### src/rtl/instr_fetch_unit_if.sv
// Instruction-memory read bus: the fetch unit is the master, the memory the slave.
interface instr_fetch_unit_if #(
    parameter int unsigned ADDR_W = 8
);
    logic [ADDR_W-1:0] imem_addr;
    logic              imem_req;
    logic              imem_valid;
    logic [15:0]       imem_rdata;

    modport master (
        output imem_addr,
        output imem_req,
        input  imem_valid,
        input  imem_rdata
    );

    modport slave (
        input  imem_addr,
        input  imem_req,
        output imem_valid,
        output imem_rdata
    );
endinterface

### src/rtl/instr_fetch_unit.sv
// Processor front end: PC, instruction fetch over req/valid, issue strobe and execute window.
// Optional single-step input STEP is enabled by defining IFU_SINGLE_STEP_EN.
module instr_fetch_unit #(
    parameter int unsigned       ADDR_W      = 8,
    parameter logic [ADDR_W-1:0] RESET_PC    = '0,
    parameter int unsigned       EXEC_CYCLES = 3
) (
    input  logic               CLOCK,
    input  logic               RESET,
    input  logic               EXEC,
`ifdef IFU_SINGLE_STEP_EN
    input  logic               STEP,
`endif
    input  logic               PC_load,
    input  logic [ADDR_W-1:0]  branch_target,
    instr_fetch_unit_if.master imem,
    output logic [15:0]        COMMAND,
    output logic               cmd_valid,
    output logic [ADDR_W-1:0]  pc_out,
    output logic               running,
    output logic [15:0]        instr_count
);

    typedef enum logic [1:0] {StHalt, StFetch, StIssue, StExecute} state_e;

    localparam logic [3:0]        ExecInit = 4'(EXEC_CYCLES);
    localparam logic [ADDR_W-1:0] PcOne    = {{(ADDR_W - 1){1'b0}}, 1'b1};

    state_e            state_q;
    logic [ADDR_W-1:0] pc_q;
    logic [ADDR_W-1:0] target_q;
    logic [15:0]       command_q;
    logic [15:0]       count_q;
    logic [3:0]        cnt_q;
    logic              cmd_valid_q;
    logic              req_q;
    logic              running_q;
    logic              halt_pending_q;
    logic              take_q;
    logic              exec_q;

    logic [ADDR_W-1:0] pc_inc;
    logic [ADDR_W-1:0] pc_exec_d;
    logic              halt_pending_d;
    logic              exec_rise;
    logic              step_rise;
    logic              is_hlt;

    assign exec_rise = EXEC & ~exec_q;

`ifdef IFU_SINGLE_STEP_EN
    logic step_q;
    assign step_rise = STEP & ~step_q;
`else
    assign step_rise = 1'b0;
`endif

    assign is_hlt = (command_q[15:14] == 2'b11) && (command_q[7:4] == 4'b1111);

    always_comb begin
        pc_inc         = pc_q + PcOne;
        // A branch asserted in the final execute cycle still wins over an earlier one.
        pc_exec_d      = PC_load ? branch_target : (take_q ? target_q : pc_inc);
        halt_pending_d = halt_pending_q ^ exec_rise;
    end

    always_ff @(posedge CLOCK) begin
        if (RESET) begin
            state_q        <= StHalt;
            pc_q           <= RESET_PC;
            target_q       <= '0;
            command_q      <= 16'h0000;
            count_q        <= 16'h0000;
            cnt_q          <= 4'd0;
            cmd_valid_q    <= 1'b0;
            req_q          <= 1'b0;
            running_q      <= 1'b0;
            halt_pending_q <= 1'b0;
            take_q         <= 1'b0;
            exec_q         <= 1'b0;
`ifdef IFU_SINGLE_STEP_EN
            step_q         <= 1'b0;
`endif
        end else begin
            exec_q      <= EXEC;
`ifdef IFU_SINGLE_STEP_EN
            step_q      <= STEP;
`endif
            cmd_valid_q <= 1'b0;
            unique case (state_q)
                StHalt: begin
                    if (exec_rise || step_rise) begin
                        state_q        <= StFetch;
                        req_q          <= 1'b1;
                        running_q      <= 1'b1;
                        // EXEC wins for free run; a lone STEP pre-arms the halt.
                        halt_pending_q <= ~exec_rise;
                    end
                end
                StFetch: begin
                    halt_pending_q <= halt_pending_d;
                    if (imem.imem_valid) begin
                        command_q   <= imem.imem_rdata;
                        state_q     <= StIssue;
                        req_q       <= 1'b0;
                        cmd_valid_q <= 1'b1;
                    end
                end
                StIssue: begin
                    if (is_hlt) begin
                        pc_q           <= pc_inc;
                        count_q        <= count_q + 16'd1;
                        state_q        <= StHalt;
                        running_q      <= 1'b0;
                        halt_pending_q <= 1'b0;
                    end else begin
                        cnt_q          <= ExecInit;
                        take_q         <= 1'b0;
                        state_q        <= StExecute;
                        halt_pending_q <= halt_pending_d;
                    end
                end
                StExecute: begin
                    if (PC_load) begin
                        take_q   <= 1'b1;
                        target_q <= branch_target;
                    end
                    if (cnt_q == 4'd1) begin
                        pc_q           <= pc_exec_d;
                        count_q        <= count_q + 16'd1;
                        halt_pending_q <= 1'b0;
                        if (halt_pending_d) begin
                            state_q   <= StHalt;
                            running_q <= 1'b0;
                        end else begin
                            state_q <= StFetch;
                            req_q   <= 1'b1;
                        end
                    end else begin
                        cnt_q          <= cnt_q - 4'd1;
                        halt_pending_q <= halt_pending_d;
                    end
                end
                default: begin
                    state_q <= StHalt;
                end
            endcase
        end
    end

    assign imem.imem_addr = pc_q;
    assign imem.imem_req  = req_q;
    assign COMMAND        = command_q;
    assign cmd_valid      = cmd_valid_q;
    assign pc_out         = pc_q;
    assign running        = running_q;
    assign instr_count    = count_q;

endmodule
### src/flat_wrapper.sv
// flat-port wrapper written by rule: the top's interface ports become plain ports
module instr_fetch_unit_flat 
#(
    parameter int unsigned       ADDR_W      = 8,
    parameter logic [ADDR_W-1:0] RESET_PC    = '0,
    parameter int unsigned       EXEC_CYCLES = 3
)
  (CLOCK, RESET, EXEC, PC_load, branch_target, COMMAND, cmd_valid, pc_out, running, instr_count, imem_imem_addr, imem_imem_req, imem_imem_valid, imem_imem_rdata);
  instr_fetch_unit_if #(.ADDR_W(ADDR_W)) imem_i ();
  input  logic CLOCK;
  input  logic RESET;
  input  logic EXEC;
  input  logic PC_load;
  input  logic [ADDR_W-1:0] branch_target;
  output logic [15:0] COMMAND;
  output logic cmd_valid;
  output logic [ADDR_W-1:0] pc_out;
  output logic running;
  output logic [15:0] instr_count;
  output wire logic [$bits(imem_i.imem_addr)-1:0] imem_imem_addr;
  output wire logic [$bits(imem_i.imem_req)-1:0] imem_imem_req;
  input wire logic [$bits(imem_i.imem_valid)-1:0] imem_imem_valid;
  input wire logic [$bits(imem_i.imem_rdata)-1:0] imem_imem_rdata;
  assign imem_imem_addr = imem_i.imem_addr;
  assign imem_imem_req = imem_i.imem_req;
  assign imem_i.imem_valid = imem_imem_valid;
  assign imem_i.imem_rdata = imem_imem_rdata;
  instr_fetch_unit #(.ADDR_W(ADDR_W), .RESET_PC(RESET_PC), .EXEC_CYCLES(EXEC_CYCLES)) u_core (.CLOCK(CLOCK), .RESET(RESET), .EXEC(EXEC), .PC_load(PC_load), .branch_target(branch_target), .imem(imem_i), .COMMAND(COMMAND), .cmd_valid(cmd_valid), .pc_out(pc_out), .running(running), .instr_count(instr_count));
endmodule
### config.mk
export PLATFORM = sky130hd
export DESIGN_NAME = instr_fetch_unit_flat
export DESIGN_NICKNAME = d
export VERILOG_FILES = /design/src/rtl/instr_fetch_unit_if.sv /design/src/rtl/instr_fetch_unit.sv /design/src/flat_wrapper.sv
export SDC_FILE = /design/constraint.sdc
export NUM_CORES = 1
export LEC_CHECK = 0
export ABC_AREA = 0
export BUFFER_PORTS_ARGS = -buffer_cell sky130_fd_sc_hd__buf_2
export CORE_UTILIZATION = 50
export DETAILED_ROUTE_END_ITERATION = 8
export HOLD_SLACK_MARGIN = 0.08
export PLACE_DENSITY = 0.77
export REMOVE_ABC_BUFFERS = 1
export SETUP_SLACK_MARGIN = 0.2
export SLEW_MARGIN = 20
export SYNTH_ARGS = -nofsm -noshare
export SYNTH_HDL_FRONTEND = slang
export SYNTH_SLANG_ARGS = --single-unit
### constraint.sdc
create_clock -name CLOCK -period 2.3 [get_ports CLOCK]
set_input_delay 0.46 -clock CLOCK [delete_from_list [all_inputs] [get_ports CLOCK]]
set_output_delay 0.46 -clock CLOCK [all_outputs]
set_load 0.1 [all_outputs]
==> results.txt, run 1 <==
area of the core: 0.00524 sq mm
adder-cell share of the synthesized area: 0.0180
Final Hold Fails: 0
WS Path Type: flop to flop
simple-gate share of the synthesized area: 0.265
relative slew slack: 0.449
flop and latch count out of synthesis: 60
Slew Limit Fails: 0
global placement routability congestion: 0.815
RSZ-0062 raised after global routing: yes
placed cells: 480
Worst Path Buf+Inv: 0
fraction of layout cells with a size suffix above 1: 0.258
Die H: 76.5 um
post-synthesis compound-gate area fraction: 0.168
CTS sink count: 60
PD cells: 718 mW/mm^2
Post-synth EDFFs: 0
Hold WC Path Type: input pin to flop
mux cell area share after synthesis: 0
Max-Cap Viols: 0
largest family of logic cells by synthesized area: simple AND/OR/NAND/NOR gates
Cells after Synth: 350
Diodes inserted: 0
hpwl dp: 4.40 mm
final instance area: 0.00336 sq mm
DP Area: 0.00318 sq mm
Leakage: 0.00135 uW
DR vias: 2733
PostCTS Resize Cnt: 0
Post-route DRC: 0
worst vdd ir: 0.490 mV
Avg WL per Cell: 13.0 um
Layout Nets: 455
top area cells in the synthesized netlist: dfxtp_1 (43%), nand2_1 (9.7%), a21oi_1 (7.2%)
clock tree root driver cell: clkbuf_8
number of global-route vias before repair: 2453
CTS buffer count: 9
fmax: 0.497 GHz
post-synth top area share: 0.433
Worst Setup Slack, final: 0.288 ns
I/O Pins: 80
distinct cell type count after synthesis: 48
first-pass GRT wire length: 10.8 mm
clk buf depth: 2
largest net degree at the start of global routing: 25
initial antenna violation count: 0
Tmin final: 2.01 ns
CP max-delay cell: or4_1
Mapped Avg Cell Area: 7.93 sq um
status: completed
Worst Path Max Fanout: 12
Setup crit start: u_core.cnt_q[0]$_SDFFE_PP0P_
Most used DFF post-synth: dfxtp_1
total die area: 0.00585 sq mm
hold buffer count at cts: 0
post-synth top area cell: dfxtp_1
H-tree levels: 3
Seq/Total Area, Yosys: 0.433
Tcrit/Tclk final: 0.875
critical path arrival: 2.28 ns
r2r setup slk: 0.29 ns
Layout Skew: 0.00668 ns
Reg2Reg Depth: 5
crit-path max cell delay: 0.51 ns
post-layout util: 0.641
gr usage total: 0.227
row count: 26
via-per-instance ratio: 5.50
clock tree from TritonCTS: done
synth warn: 0
Final ANT Viol Nets: 0
routed wire length: 6.44 mm
Design Power: 2410 uW
crit-path cells: ha_1 -> or3b_4 -> o22a_4 -> or4_1 -> a21oi_1
final setup fails: 0
DRT Pass-1 Iters: 4
Synth Cell Area: 0.00278 sq mm
RR Startpoint: u_core.cnt_q[0]$_SDFFE_PP0P_
Overflow after GRT: 0
post-route insts no fill: 497
Port Buffers: 79
initial drt markers: 187
CTS clk-pin slew, worst paths: 0.07 ns
CP Launch Type: flop
R2R Path End: u_core.instr_count[14]$_SDFFE_PP0P_
Die Wd: 76.5 um
dpl ws: 0.239 ns
Top delay family on crit path: simple AND/OR/NAND/NOR gates
worst slew pin tran: 0.816 ns
CP endpoint: u_core.instr_count[14]$_SDFFE_PP0P_
Initial Util: 0.530
WP depth: 5
Critical Path RT: 2.57 ns
post-CTS setup buffer count: 0
Crit. End Element: flop
Async SR Flop Fraction: 0
clock insertion delay at the later pin of the skew report: 0.33 ns
xor and xnor area share after synthesis: 0.0568
Layout area overhead: 21.0%
# fillers: 470
[placed cells by master (no fill, tap or decap), types with 6 or more instances in the layout]
| cell type | n |
|---|---|
| o21ai_0 | 9 |
| buf_2 | 79 |
| nand2_1 | 72 |
| xnor2_1 | 13 |
| dfxtp_1 | 59 |
| clkbuf_8 | 10 |
| nor4_1 | 6 |
| buf_4 | 8 |
| nor3_1 | 13 |
| nor2_1 | 25 |
| inv_1 | 7 |
| a21oi_1 | 40 |
| nand3_1 | 15 |
[worst register-to-register path, stage by stage, from the launching register on]
cell and delay, ns:
dfxtp_1 0.39, ha_1 0.19, or3b_4 0.42, o22a_4 0.29
or4_1 0.52, a21oi_1 0.14
[metal layers]
layer	track usage	wire, um
met5	0	0
met4	0.123	93
met3	0.0479	459
met2	0.356	2960
met1	0.290	2930
[cell type report]
cell class	instances	area, sq um	share of cell area
multi-input cells	257	1420	0.422
inverters	7	26.3	0.00782
clock buffers	11	141	0.0421
clock inverters	5	27.5	0.00820
flip-flops and latches	60	1200	0.358
repair buffers	87	455	0.136
well taps	70	87.6	0.0261
[cell usage after synthesis (all sizes together) (2+ instances only)]
| cell | count |
|---|---|
| o21ai | 9 |
| a221oi | 3 |
| a311oi | 2 |
| o22a | 2 |
| a31oi | 3 |
| a211oi | 2 |
| buf | 12 |
| nor2 | 25 |
| a21oi | 40 |
| and2 | 4 |
| clkbuf | 15 |
| nand2b | 3 |
| nand4 | 2 |
| nor4 | 6 |
| nor3 | 13 |
| nand3 | 15 |
| nor2b | 5 |
| nand2 | 72 |
| a21o | 2 |
| xor2 | 5 |
| or3 | 2 |
| ha | 4 |
| inv | 7 |
| and4 | 2 |
| o22ai | 5 |
| dfxtp | 60 |
| xnor2 | 13 |
| and3 | 2 |
[cell families after synthesis]
family | after synthesis
and+or+nand+nor | 158
AOI/OAI and AO/OA | 76
DFF | 60
buffers and inverters | 34
xor gates and xnor gates | 18
adders and majority gates | 4
[state kept, by name (all words and copies together), names as in the netlist]
name and cells:
u_core.COMMAND 16, u_core.exec_q 1, u_core.running 1, u_core.imem.imem_req 1, u_core.target_q 8, u_core.instr_count 16
u_core.take_q 1, u_core.halt_pending_q 1, u_core.cnt_q 4, u_core.cmd_valid 1, u_core.state_q 2, u_core.imem.imem_addr 8
[metrics by stage]
stage                     setup TNS (ns)  hold WS [ns]
after floorplan                    -2.94         0.430
after global placement                 0         0.439
after detailed placement               0         0.444
after CTS                              0         0.343
after global routing                   0         0.353
final                                  0         0.357
[report_power, final]
group	total, uW	switching, uW	internal, uW	leakage, uW
registers	1140	50.2	1090	0.000486
clock network	817	405	412	0.0000889
logic	457	332	124	0.000771
[worst min-delay path by stage]
stage | from | endpoint | slack [ns] | depth (start not counted)
floorplan | u_core.target_q[2]$_SDFFE_PP0P_ | u_core.target_q[2]$_SDFFE_PP0P_ | 0.43 | 2
global placement | u_core.COMMAND[8]$_SDFFE_PP0P_ | u_core.COMMAND[8]$_SDFFE_PP0P_ | 0.44 | 2
detailed placement | u_core.COMMAND[1]$_SDFFE_PP0P_ | u_core.COMMAND[1]$_SDFFE_PP0P_ | 0.44 | 2
CTS | imem_imem_rdata[2] | u_core.COMMAND[2]$_SDFFE_PP0P_ | 0.34 | 3
global route | imem_imem_rdata[2] | u_core.COMMAND[2]$_SDFFE_PP0P_ | 0.35 | 3
finish | imem_imem_rdata[2] | u_core.COMMAND[2]$_SDFFE_PP0P_ | 0.36 | 3
Power figures use the tool's default switching activity.
==> run 2: changes to the inputs <==
- RECOVER_POWER: not set -> 100
==> run 2 against run 1 <==
Effect of this change: worst setup slack got worse by 0.051 ns; cell count unchanged; sequential share of layout area is 0.34 points higher; critical path type unchanged.
==> results.txt, run 2 (synthesis results as in run 1) <==
CP max-delay cell: or4_1
Diodes inserted: 0 (unchanged)
Worst Setup Slack, final: 0.237 ns (-0.0506 ns)
clk buf depth: 2 (unchanged)
DR vias: 2692 (-1.5%)
critical path arrival: 2.33 ns (+0.05 ns)
final setup fails: 0 (unchanged)
initial antenna violation count: 0 (unchanged)
dpl ws: 0.239 ns (unchanged)
Final ANT Viol Nets: 0 (unchanged)
Post-route DRC: 0 (unchanged)
crit-path max cell delay: 0.51 ns (about the same)
Slew Limit Fails: 0 (unchanged)
clock tree root driver cell: clkbuf_8
Die Wd: 76.5 um (unchanged)
Overflow after GRT: 0 (unchanged)
relative slew slack: 0.211 (-0.238)
r2r setup slk: 0.24 ns (-0.05 ns)
WP depth: 5 (unchanged)
Critical Path RT: 2.57 ns (about the same)
DRT Pass-1 Iters: 4 (unchanged)
via-per-instance ratio: 5.42 (-1.5%)
Initial Util: 0.530 (unchanged)
H-tree levels: 3 (unchanged)
status: completed
Max-Cap Viols: 0 (unchanged)
row count: 26 (unchanged)
crit-path cells: ha_1 -> or3b_1 -> o22a_4 -> or4_1 -> a21oi_1
clock tree from TritonCTS: done
Setup crit start: u_core.cnt_q[0]$_SDFFE_PP0P_
CP endpoint: u_core.instr_count[14]$_SDFFE_PP0P_
most frequent cells in the layout: nand2_1 (72), dfxtp_1 (60), a21oi_1 (40)
fraction of layout cells with a size suffix above 1: 0.199 (-0.0585)
Worst Path Buf+Inv: 0 (unchanged)
WS Path Type: flop to flop
most common cell after layout, fill and taps aside: nand2_1
area of the core: 0.00524 sq mm (unchanged)
Layout Skew: 0.00677 ns (+0.0000926 ns)
Tmin final: 2.06 ns (+0.0506 ns)
CTS sink count: 60 (unchanged)
Top delay family on crit path: simple AND/OR/NAND/NOR gates
Hold WC Path Type: input pin to flop
Crit. End Element: flop
largest net degree at the start of global routing: 25 (unchanged)
Port Buffers: 79 (unchanged)
Tcrit/Tclk final: 0.897 (+0.0220)
Reg2Reg Depth: 5 (unchanged)
worst slew pin tran: 1.19 ns (+0.373 ns)
gr usage total: 0.227 (unchanged)
Leakage: 0.00122 uW (-9.6%)
placed cells: 480 (unchanged)
first-pass GRT wire length: 10.8 mm (unchanged)
number of global-route vias before repair: 2453 (unchanged)
hpwl dp: 4.40 mm (unchanged)
Worst Path Max Fanout: 12 (unchanged)
R2R Path End: u_core.instr_count[14]$_SDFFE_PP0P_
Worst Min Path Start: imem_imem_rdata[2]
CP Launch Type: flop
post-CTS setup buffer count: 0 (unchanged)
PD cells: 722 mW/mm^2 (+0.42%)
fmax: 0.485 GHz (-2.5%)
initial drt markers: 213 (+14%)
post-route insts no fill: 497 (unchanged)
clock insertion delay at the later pin of the skew report: 0.33 ns (about the same)
# fillers: 483 (+2.8%)
Avg WL per Cell: 12.8 um (-0.98%)
I/O Pins: 80 (unchanged)
Die H: 76.5 um (unchanged)
worst vdd ir: 0.486 mV (-0.74%)
Design Power: 2400 uW (-0.63%)
Final Hold Fails: 0 (unchanged)
Layout area overhead: 19.7%
CTS clk-pin slew, worst paths: 0.07 ns (about the same)
RSZ-0062 raised after global routing: yes
global placement routability congestion: 0.815 (unchanged)
Layout Nets: 455 (unchanged)
routed wire length: 6.38 mm (-0.98%)
total die area: 0.00585 sq mm (unchanged)
RR Startpoint: u_core.cnt_q[0]$_SDFFE_PP0P_
CTS buffer count: 9 (unchanged)
## run 2: changes by cell type in the layout (fill, tap and decap cells not counted)
cell,change
and2_0,+2
buf_2,-52
and2_1,-2
buf_4,-1
or3b_1,+1
clkbuf_2,+30
clkbuf_1,+23
dfxtp_2,-1
or3b_4,-1
dfxtp_1,+1
## run 2: stage by stage
stage | setup TNS, ns | hold slack, ns | utilization | area (sq um)
after CTS | 0 | 0.343 | 0.639 | 3350
final | 0 | 0.357 | 0.634 | 3320
after detailed placement | 0 | 0.444 | 0.607 | 3180
after global placement | 0 | 0.439 | 0.607 | 3180
after floorplan | -2.94 | 0.430 | - | 2640
after global routing | 0 | 0.353 | 0.634 | 3320
## run 2: what timing repair did
action | CTS | global route
endpoints found under the setup margin | 0 | 4
hold buffers | 0 | 0
resized for setup | 0 | 1
## run 2: worst register-to-register path, delay by kind of cell, from the launching register on
kind	cells	cell delay (ns)
and+or+nand+nor	2	0.96
AOI/OAI and AO/OA	2	0.46
adders and majority gates	1	0.19
DFF	1	0.39
## run 2: metal layers
metal / vias up / global-route usage / routed length (um)
met5: - / 0 / 0
met4: 0 / 0.123 / 93
met3: 10 / 0.0479 / 383
met2: 92 / 0.356 / 3000
met1: 1235 / 0.290 / 2900
li1: 1355 / - / -
## run 2: area by class of cell
cell class              count  area, sq um  area share
clock buffers              11          141      0.0425
clock inverters             5         27.5     0.00828
inverters                   7         26.3     0.00791
multi-input cells         257         1420       0.426
flip-flops and latches     60         1200       0.361
well taps                  70         87.6      0.0264
repair buffers             87          424       0.128
## run 2: how the worst min path moves through the flow
stage	to	depth (start not counted)
3_5_place_dp	u_core.COMMAND[1]$_SDFFE_PP0P_	2
2_1_floorplan	u_core.target_q[2]$_SDFFE_PP0P_	2
6_report	u_core.COMMAND[2]$_SDFFE_PP0P_	3
5_1_grt	u_core.COMMAND[2]$_SDFFE_PP0P_	3
3_3_place_gp	u_core.COMMAND[8]$_SDFFE_PP0P_	2
4_1_cts	u_core.COMMAND[2]$_SDFFE_PP0P_	3
## run 2: where the power goes
group / total [uW] / switching (uW) / internal (uW)
sequential: 1140 / 50.1 / 1090
combinational: 447 / 332 / 114
clock: 813 / 400 / 412
total: 2400 / 783 / 1610
==> run 3: changes to the inputs <==
- CELL_PAD_IN_SITES_DETAIL_PLACEMENT: not set -> 0
- CELL_PAD_IN_SITES_GLOBAL_PLACEMENT: not set -> 1
- CORE_UTILIZATION: 50 -> 37
- PLACE_DENSITY: 0.77 -> 0.79
- RECOVER_POWER: 100 -> not set
- clock period: 2.3 -> 2 ns (I/O delays scaled with it)
==> run 3 against run 2 <==
Effect of this change: wire length up 14%; flip-flop and latch count unchanged; clock skew about the same; cell count up 8.0%.
==> results.txt, run 3 (synthesis results as in run 1) <==
status: completed
Layout Skew: 0.00711 ns (+0.000335 ns)
Worst Setup Slack, final: 0.107 ns (-0.130 ns)
fmax: 0.528 GHz (+9.0%)
Final Hold Fails: 0 (unchanged)
largest net degree at the start of global routing: 28 (+12%)
worst vdd ir: 0.452 mV (-6.9%)
met3 Use GR: 0.0401 (-0.00779)
Overflow after GRT: 0 (unchanged)
Avg WL per Cell: 13.5 um (+5.4%)
clock insertion delay at the later pin of the skew report: 0.34 ns (about the same)
via-per-instance ratio: 5.06 (-6.6%)
CTS clk-pin slew, worst paths: 0.07 ns (about the same)
I/O Pins: 80 (unchanged)
critical path arrival: 2.17 ns (-0.16 ns)
most common cell after layout, fill and taps aside: buf_2
post-route insts no fill: 537 (+8.0%)
final instance area: 0.00376 sq mm (+13%)
DRT Pass-1 Iters: 4 (unchanged)
Layout Nets: 466 (+2.4%)
clock tree root driver cell: clkbuf_8
dpl ws: -0.0164 ns (-0.255 ns)
DP Area: 0.00328 sq mm (+3.3%)
post-layout util: 0.518 (-0.117)
Crit. End Element: flop
CP endpoint: u_core.instr_count[14]$_SDFFE_PP0P_
most frequent cells in the layout: buf_2 (79), nand2_1 (72), dfxtp_1 (57)
initial drt markers: 96 (-55%)
Diodes inserted: 0 (unchanged)
busiest grt layer: met2
RR Startpoint: u_core.cnt_q[1]$_SDFFE_PP0P_
CTS sink count: 60 (unchanged)
Design Power: 3280 uW (+37%)
Die H: 88.6 um (+16%)
Hold WC Path Type: input pin to flop
placed cells: 515 (+7.3%)
hpwl dp: 4.76 mm (+8.3%)
Layout area overhead: 35.3%
Max-Cap Viols: 0 (unchanged)
relative slew slack: 0.532 (+0.321)
R2R Path End: u_core.instr_count[14]$_SDFFE_PP0P_
routed wire length: 7.26 mm (+14%)
Slew Limit Fails: 0 (unchanged)
first-pass GRT wire length: 11.6 mm (+7.4%)
fraction of layout cells with a size suffix above 1: 0.324 (+0.125)
number of global-route vias before repair: 2410 (-1.8%)
DR vias: 2717 (+0.93%)
CTS buffer count: 9 (unchanged)
row count: 31 (+19%)
total die area: 0.00785 sq mm (+34%)
Critical Path RT: 2.28 ns (-0.29 ns)
final setup fails: 0 (unchanged)
Worst Min Path Start: imem_imem_rdata[11]
Die Wd: 88.6 um (+16%)
r2r setup slk: 0.11 ns (-0.13 ns)
WS Path Type: flop to flop
Setup crit start: u_core.cnt_q[1]$_SDFFE_PP0P_
RSZ-0062 raised after global routing: yes
global placement routability congestion: 0.835 (+2.6%)
met2 Track Usage GR: 0.280 (-0.0761)
H-tree levels: 3 (unchanged)
Post-route DRC: 0 (unchanged)
Leakage: 0.00157 uW (+29%)
clk buf depth: 2 (unchanged)
clock tree from TritonCTS: done
CP Launch Type: flop
# fillers: 698 (+45%)
worst slew pin tran: 0.700 ns (-0.489 ns)
Tmin final: 1.89 ns (-0.170 ns)
Port Buffers: 79 (unchanged)
Final ANT Viol Nets: 0 (unchanged)
Worst Path Max Fanout: 5 (-7)
Reg2Reg Depth: 6 (+1)
Initial Util: 0.383 (-0.147)
gr usage total: 0.192 (-0.0351)
PD cells: 872 mW/mm^2 (+21%)
area of the core: 0.00725 sq mm (+38%)
initial antenna violation count: 0 (unchanged)
Global Route met1 Usage: 0.269 (-0.0213)
Tcrit/Tclk final: 0.947 (+0.0498)
==> run 3: power by group <==
part           internal [uW]  leakage (uW)  switching, uW
Sequential              1250      0.000487           52.5
Combinational            173      0.000956            412
Clock                    895      0.000127            490
Total                   2320       0.00157            955
==> run 3: what timing repair did <==
action / 4_1_cts / 5_1_grt
cloned: 1 / 0
pin swaps: 5 / 12
endpoints found under the setup margin: 21 / 25
setup buffers: 4 / 1
gates resized for setup: 16 / 23
hold buffers: 0 / 0
==> run 3: layout make-up <==
cell class | count | area [sq um] | area share
Clock buffer | 12 | 155 | 0.0413
Timing Repair Buffer | 98 | 571 | 0.152
Inverter | 7 | 26.3 | 0.00700
Multi-Input combinational cell | 257 | 1580 | 0.421
Clock inverter | 4 | 95.1 | 0.0253
Sequential cell | 60 | 1200 | 0.321
Tap cell | 99 | 124 | 0.0330
==> run 3: worst min-delay path by stage <==
stage | endpoint | cells past startpoint
after floorplan | u_core.target_q[2]$_SDFFE_PP0P_ | 2
after global placement | u_core.COMMAND[13]$_SDFFE_PP0P_ | 2
after detailed placement | u_core.COMMAND[0]$_SDFFE_PP0P_ | 2
after CTS | u_core.COMMAND[11]$_SDFFE_PP0P_ | 3
after global routing | u_core.COMMAND[10]$_SDFFE_PP0P_ | 3
final | u_core.COMMAND[11]$_SDFFE_PP0P_ | 3
==> run 3: worst max-delay path, cell delays in order, from the launching register on <==
cell	delay, ns
dfxtp_2	0.32
inv_2	0.08
ha_4	0.13
or3b_4	0.42
o22a_4	0.30
or4_1	0.43
a21oi_1	0.14
==> run 3: per-layer routing <==
| layer | up-vias | wire (um) |
|---|---|---|
| met5 | - | 0 |
| met2 | 82 | 3230 |
| met3 | 15 | 414 |
| met4 | 0 | 153 |
| met1 | 1247 | 3460 |
| li1 | 1373 | - |
==> run 3: stage by stage <==
stage / TNS [ns] / hold slack (ns)
2_1_floorplan: -10.24 / 0.430
3_3_place_gp: 0 / 0.440
3_5_place_dp: -0.0164 / 0.446
4_1_cts: 0 / 0.282
5_1_grt: 0 / 0.286
6_report: 0 / 0.290
